### src/rtl/fetch_pc_unit_if.sv
// Fetch/resolve bus between the fetch PC unit and the rest of the pipeline.
// The slave modport is the fetch unit's view of the bus.
interface fetch_pc_unit_if #(
   parameter int unsigned XLEN = 32
);
   logic            en;
   logic [XLEN-1:0] pc;
   logic            pred_taken;
   logic [XLEN-1:0] pred_target;
   logic            res_valid;
   logic [XLEN-1:0] res_pc;
   logic            res_taken;
   logic [XLEN-1:0] res_target;
   logic            res_pred_taken;
   logic [XLEN-1:0] res_pred_target;
   logic            mispredict;

   modport master (
      output en, res_valid, res_pc, res_taken, res_target, res_pred_taken, res_pred_target,
      input  pc, pred_taken, pred_target, mispredict
   );

   modport slave (
      input  en, res_valid, res_pc, res_taken, res_target, res_pred_taken, res_pred_target,
      output pc, pred_taken, pred_target, mispredict
   );
endinterface

### src/rtl/fetch_pc_unit.sv
// Fetch PC register with a direct-mapped BTB (2-bit counters), mispredict
// redirect and saturating branch statistics.
module fetch_pc_unit #(
   parameter int unsigned     XLEN        = 32,
   parameter logic [XLEN-1:0] PC_INIT     = '0,
   parameter int unsigned     BTB_ENTRIES = 16,
   parameter int unsigned     CNT_W       = 32
) (
   input  logic                  clk,
   input  logic                  nrst,
   fetch_pc_unit_if.slave        bus,
   output logic [CNT_W-1:0]      branch_cnt,
   output logic [CNT_W-1:0]      mispred_cnt
);
   localparam int unsigned     IDX  = $clog2(BTB_ENTRIES);
   localparam int unsigned     TAGW = XLEN - IDX - 2;
   localparam logic [XLEN-1:0] FOUR = XLEN'(4);

   if (BTB_ENTRIES < 2 || (BTB_ENTRIES & (BTB_ENTRIES - 1)) != 0) begin : g_bad_entries
      $error("BTB_ENTRIES must be a power of 2 and at least 2");
   end

   logic            btb_valid [BTB_ENTRIES];
   logic [TAGW-1:0] btb_tag   [BTB_ENTRIES];
   logic [XLEN-1:0] btb_tgt   [BTB_ENTRIES];
   logic [1:0]      btb_ctr   [BTB_ENTRIES];

   logic [XLEN-1:0]  pc_q, pc_d;
   logic [CNT_W-1:0] branch_cnt_q, mispred_cnt_q;

   logic [IDX-1:0]  f_idx, r_idx;
   logic [TAGW-1:0] f_tag, r_tag;
   logic            f_hit, r_hit;

   always_comb begin
      f_idx = pc_q[IDX+1:2];
      f_tag = pc_q[XLEN-1:IDX+2];
      f_hit = btb_valid[f_idx] && (btb_tag[f_idx] == f_tag);
      r_idx = bus.res_pc[IDX+1:2];
      r_tag = bus.res_pc[XLEN-1:IDX+2];
      r_hit = btb_valid[r_idx] && (btb_tag[r_idx] == r_tag);
   end

   always_comb begin
      bus.pc          = pc_q;
      bus.pred_taken  = f_hit && btb_ctr[f_idx][1];
      bus.pred_target = f_hit ? btb_tgt[f_idx] : pc_q + FOUR;
      bus.mispredict  = bus.res_valid &&
                        ((bus.res_taken != bus.res_pred_taken) ||
                         (bus.res_taken && (bus.res_target != bus.res_pred_target)));
   end

   // A redirect from a resolving branch outranks both the stall and the prediction.
   always_comb begin
      pc_d = pc_q;
      if (bus.mispredict) begin
         pc_d    = bus.res_taken ? bus.res_target : bus.res_pc + FOUR;
         pc_d[0] = 1'b0;
      end else if (bus.en) begin
         pc_d    = bus.pred_taken ? bus.pred_target : pc_q + FOUR;
         pc_d[0] = 1'b0;
      end
   end

   always_ff @(posedge clk or negedge nrst) begin
      if (!nrst) begin
         pc_q          <= PC_INIT;
         branch_cnt_q  <= '0;
         mispred_cnt_q <= '0;
      end else begin
         pc_q <= pc_d;
         if (bus.res_valid && branch_cnt_q != '1) branch_cnt_q <= branch_cnt_q + CNT_W'(1);
         if (bus.mispredict && mispred_cnt_q != '1) mispred_cnt_q <= mispred_cnt_q + CNT_W'(1);
      end
   end

   always_ff @(posedge clk or negedge nrst) begin
      if (!nrst) begin
         for (int i = 0; i < int'(BTB_ENTRIES); i++) begin
            btb_valid[i] <= 1'b0;
            btb_tag[i]   <= '0;
            btb_tgt[i]   <= '0;
            btb_ctr[i]   <= 2'b00;
         end
      end else if (bus.res_valid) begin
         if (r_hit) begin
            if (bus.res_taken) begin
               if (btb_ctr[r_idx] != 2'b11) btb_ctr[r_idx] <= btb_ctr[r_idx] + 2'd1;
               btb_tgt[r_idx] <= bus.res_target;
            end else if (btb_ctr[r_idx] != 2'b00) begin
               btb_ctr[r_idx] <= btb_ctr[r_idx] - 2'd1;
            end
         end else if (bus.res_taken) begin
            // Allocation replaces whatever aliased into this slot.
            btb_valid[r_idx] <= 1'b1;
            btb_tag[r_idx]   <= r_tag;
            btb_tgt[r_idx]   <= bus.res_target;
            btb_ctr[r_idx]   <= 2'b10;
         end
      end
   end

   assign branch_cnt  = branch_cnt_q;
   assign mispred_cnt = mispred_cnt_q;
endmodule

### src/flat_wrapper.sv
// flat-port wrapper written by rule: the top's interface ports become plain ports
module fetch_pc_unit_flat 
#(
   parameter int unsigned     XLEN        = 32,
   parameter logic [XLEN-1:0] PC_INIT     = '0,
   parameter int unsigned     BTB_ENTRIES = 16,
   parameter int unsigned     CNT_W       = 32
)
  (clk, nrst, branch_cnt, mispred_cnt, bus_en, bus_res_valid, bus_res_pc, bus_res_taken, bus_res_target, bus_res_pred_taken, bus_res_pred_target, bus_pc, bus_pred_taken, bus_pred_target, bus_mispredict);
  fetch_pc_unit_if #(.XLEN(XLEN)) bus_i ();
  input  logic clk;
  input  logic nrst;
  output logic [CNT_W-1:0] branch_cnt;
  output logic [CNT_W-1:0] mispred_cnt;
  input wire logic [$bits(bus_i.en)-1:0] bus_en;
  input wire logic [$bits(bus_i.res_valid)-1:0] bus_res_valid;
  input wire logic [$bits(bus_i.res_pc)-1:0] bus_res_pc;
  input wire logic [$bits(bus_i.res_taken)-1:0] bus_res_taken;
  input wire logic [$bits(bus_i.res_target)-1:0] bus_res_target;
  input wire logic [$bits(bus_i.res_pred_taken)-1:0] bus_res_pred_taken;
  input wire logic [$bits(bus_i.res_pred_target)-1:0] bus_res_pred_target;
  output wire logic [$bits(bus_i.pc)-1:0] bus_pc;
  output wire logic [$bits(bus_i.pred_taken)-1:0] bus_pred_taken;
  output wire logic [$bits(bus_i.pred_target)-1:0] bus_pred_target;
  output wire logic [$bits(bus_i.mispredict)-1:0] bus_mispredict;
  assign bus_i.en = bus_en;
  assign bus_i.res_valid = bus_res_valid;
  assign bus_i.res_pc = bus_res_pc;
  assign bus_i.res_taken = bus_res_taken;
  assign bus_i.res_target = bus_res_target;
  assign bus_i.res_pred_taken = bus_res_pred_taken;
  assign bus_i.res_pred_target = bus_res_pred_target;
  assign bus_pc = bus_i.pc;
  assign bus_pred_taken = bus_i.pred_taken;
  assign bus_pred_target = bus_i.pred_target;
  assign bus_mispredict = bus_i.mispredict;
  fetch_pc_unit #(.XLEN(XLEN), .PC_INIT(PC_INIT), .BTB_ENTRIES(BTB_ENTRIES), .CNT_W(CNT_W)) u_core (.clk(clk), .nrst(nrst), .bus(bus_i), .branch_cnt(branch_cnt), .mispred_cnt(mispred_cnt));
endmodule
### config.mk
export PLATFORM = sky130hd
export DESIGN_NAME = fetch_pc_unit_flat
export DESIGN_NICKNAME = d
export VERILOG_FILES = /design/src/rtl/fetch_pc_unit_if.sv /design/src/rtl/fetch_pc_unit.sv /design/src/flat_wrapper.sv
export SDC_FILE = /design/constraint.sdc
export NUM_CORES = 2
export LEC_CHECK = 0
export CAP_MARGIN = 20
export CORE_UTILIZATION = 55
export CTS_BUF_LIST = sky130_fd_sc_hd__clkbuf_16
export DETAILED_ROUTE_END_ITERATION = 10
export GPL_TIMING_DRIVEN = 0
export HOLD_SLACK_MARGIN = 0.15
export PLACE_DENSITY = 0.73
export RECOVER_POWER = 25
export SKIP_CTS_REPAIR_TIMING = 1
export SLEW_MARGIN = 30
export SYNTH_ARGS = -nofsm -noshare
export SYNTH_HDL_FRONTEND = slang
export SYNTH_SLANG_ARGS = --single-unit
export TNS_END_PERCENT = 50
### constraint.sdc
create_clock -name clk -period 6.18 [get_ports clk]
set_input_delay 1.854 -clock clk [delete_from_list [all_inputs] [get_ports clk]]
set_output_delay 1.854 -clock clk [all_outputs]
set_load 0.05 [all_outputs]
==> impl_results.md <==
- Status: complete, but fails checks
- Failing checks: max-capacitance violations, max-slew violations, negative setup slack
- Leakage: 28.87 nW
- CTS tree: built
- Placer congestion estimate: 1.067
- Share of cells above drive strength 1: between 40% and 50%
- Max FO, Critical Path: 10
- Initial Util: 55.41%
- Clock group share of total power: between 20 and 30%
- Seq pwr share: between 30% and 40%
- Maximum vdd ir drop: ~0.30 mV
- Top FF cell, synth: dfrtp_1
- Port-buffer cells: about 190
- Top-level I/O count: between 200 and 250
- Warnings, synthesis: 0
- Tot GR Track Use: about 40%
- Clk pin slew, worst setup/hold paths: ~0.06 ns
- CP Capture Type: primary output
- Psw: approximately 7.8 mW
- CP cell instances: buf_6 > buf_6 > buf_8 > buf_6 > mux2i_4 > nand2_1 > nand4b_1 > a22oi_1 > nand4_1 > or4_4 > clkbuf_16 > mux2_4 > buf_8
- Post-route DRC: 0
- Finished Cell Area: approximately 0.066 sq mm
- Crit Path Class: reg2out
- Wire length per cell: approximately 35 microns
- Max incr delay on CP: 0.71 ns
- Initial DRT Pass Iterations: 9
- Die area: about 0.10 sq mm
- Asr flop ratio synth: 100.0%
- Nets: 4603
- Final ANT Viol Nets: 0
- Die Y: ~320 microns
- H-tree depth: 3
- Synthesized flop and latch total: 1071
- Clock Tree Buf Depth: 3
- Placement row count: around 120
- Core box area: slightly above 0.1 sq mm
- CP startpoint kind: flop
- Synth unique cells: slightly below 90
- Vias after detailed routing: slightly above 40000
- Final setup TNS: -32.10 ns
- Sw Ratio: between 30 and 40%
- Global-route wire length before repair: about 290000 microns
- DP Area: 0.06035 sq mm
- Total CTS buffers: approximately 110
- Largest net degree at the start of global routing: approximately 130
- Post-Syn Area: approximately 0.056 sq mm
- Slew headroom: -162.9%
- Antenna violations before repair: 7
- 1st-iter DRT viols: around 5300
- Pwr Density: between 300 and 400 mW/mm^2
- Pint: about 16 mW
- Final worst slack: -0.8410 ns
- Comb power frac: between 30 and 40%
- Num Clock Sinks: around 1100
- Fmax: between 100 and 150 MHz
- Fin crit period: approximately 7.0 ns
- WL final: approximately 210000 microns
- Synthesized instance count: ~4000
- Via density: between 6 and 7
- RSZ-0062 raised after global routing: yes
- Final Hold Vio Count: 0
- Syn Area/Cell: 13.68 sq um
- CP required: 4.33 ns
- P&R area growth vs syn: 16.37%
- Vias in the first global route: 40250
- Final setup fails: approximately 210
- Cell repeated most along the worst path: buf_6
- Slew Limit Fails: 66
- Worst Path Arrival: ~5.2 ns
- Slowest CP cell: or4_4
- Layout Skew: ~0.052 ns
- Tcrit/Tclk final: 113.6%
- Clk_lat worst skew: 0.75 ns
- Post-synth EDFFs: 0
- Worst Hold Class: reg2reg
- Worst-Margin Slew: between 3 and 4 ns
- Seq/Total Area, Yosys: between 40 and 50%
- MaxCap Viol Count: 1
- Root buffer cell: clkbuf_16
- Dpl hpwl: roughly 150000 microns
- Chip Width: approximately 320 microns
- GR Overflow Total: 0
- Synthesized Nets: around 4200
-- flip-flops by register name, summed over array words and instances, names as in the netlist --
register            cells
u_core.btb_tgt        512
u_core.btb_tag        416
u_core.branch_cnt      32
u_core.btb_ctr         32
u_core.mispred_cnt     32
u_core.bus.pc          31
u_core.btb_valid       16
-- synthesized netlist by cell type, types with 13 or more instances --
cell type / n / area [sq um]
dfrtp_1: 1071 / 26800
mux2_2: 1000 / 11260
mux4_2: 319 / 7184
clkbuf_1: 222 / 833.3
mux2i_1: 184 / 1842
nand2_1: 181 / 679.4
xnor2_1: 104 / 910.9
nor2_1: 90 / 337.8
buf_2: 80 / 400.4
xor2_1: 77 / 674.4
nand3_1: 61 / 305.3
o21ai_0: 61 / 305.3
nand4_1: 49 / 306.5
buf_1: 46 / 172.7
nor3_1: 46 / 230.2
a22oi_1: 43 / 322.8
nand2b_1: 38 / 237.7
a21oi_1: 31 / 155.2
and3_1: 28 / 175.2
inv_1: 25 / 93.84
buf_4: 24 / 180.2
o22ai_1: 21 / 131.4
a211oi_1: 20 / 150.1
nor4_1: 20 / 125.1
mux2_4: 19 / 285.3
o211ai_1: 16 / 120.1
nor2b_1: 14 / 87.58
and2_1: 13 / 81.33
and4_1: 13 / 113.9
-- power by group through the flow --
stage	Combinational (mW)	Clock, mW	Sequential [mW]
floorplan	4.08	0	9.25
global placement	6.38	0	9.33
detailed placement	6.50	0	9.32
CTS	6.53	6.99	9.21
global route	7.28	7.26	9.39
finish	7.09	6.99	9.27
-- per-stage QoR --
step	total power, mW	hold slack, ns	setup slack (ns)	util (%)	instances
6_report	23.35	0.4837	-0.8410	64.48	5961
5_1_grt	23.92	0.5055	-0.7297	64.47	5957
4_1_cts	22.73	0.4795	-3.154	63.01	5900
3_5_place_dp	15.82	0.4657	-2.346	59.32	5691
3_3_place_gp	15.71	0.4579	-45.68	58.99	5681
2_1_floorplan	13.33	0.4446	-0.2053	-	4121
-- metal layers --
metal  routed length, microns  global-route usage [%]
met1                    75180                   50.46
met2                    90310                   58.28
met3                    26960                   14.27
met4                    15410                   25.92
met5                       23                  0.2778
-- worst max-delay path: cells and delay by family, from the launching register on --
kind | cells | cell delay, ns
buf+inv | 6 | 1.53
simple gates | 4 | 1.28
mux | 2 | 0.82
flops | 1 | 0.55
compound gates | 1 | 0.21
-- cell type report --
type                       count  area (sq um)
multi-input combinational   2635         28230
fill                        7593         36140
buffer                       381          2260
timing repair buffer         259          2705
sequential                  1071         26800
inverter                      30         118.9
antenna                        7         17.52
timing repair inverter         1         5.005
tap                         1368          1712
clock inverter                96         922.1
clock buffer                 113          2828
-- worst paths after layout --
path | start | to | slack (ns) | depth (start not counted)
max in group asynchronous | nrst | u_core.btb_tgt[60] | 0.42 | 4
worst max-delay path | u_core.bus.pc[4] | bus_pred_target[9] | -0.84 | 13
worst max register to register | u_core.bus.pc[2] | u_core.bus.pc[14] | 1.37 | 15
min in group asynchronous | nrst | u_core.btb_tag[176] | 2.47 | 1
worst min register to register | u_core.btb_tgt[294] | u_core.btb_tgt[294] | 0.48 | 2
worst min-delay path | u_core.btb_tgt[294] | u_core.btb_tgt[294] | 0.48 | 2
-- cells in the final DEF, fill, tap and decap left out, drive strengths merged, types with 14 or more instances in the layout --
cell type	count
buf	222
and2	15
o21ai	62
o211ai	16
clkbuf	374
mux2i	184
a22oi	43
dfrtp	1071
nor4	21
nand4	49
a211oi	20
inv	52
nand3	64
and3	28
a21oi	31
nand2b	38
clkdlybuf4s50	155
bufinv	15
xnor2	105
mux2	1019
nor2b	14
nand2	181
clkinv	54
o22ai	21
mux4	322
nor3	47
xor2	77
nor2	90
-- kinds of logic after synthesis --
group | share of synthesized area [%]
compound gates | 3.964
xor+xnor | 2.841
fa+ha+maj | 0.1998
buf+inv | 3.331
flops | 47.54
mux | 36.63
other cells | 0.006652
simple gates | 5.489
Power figures use the tool's default switching activity.
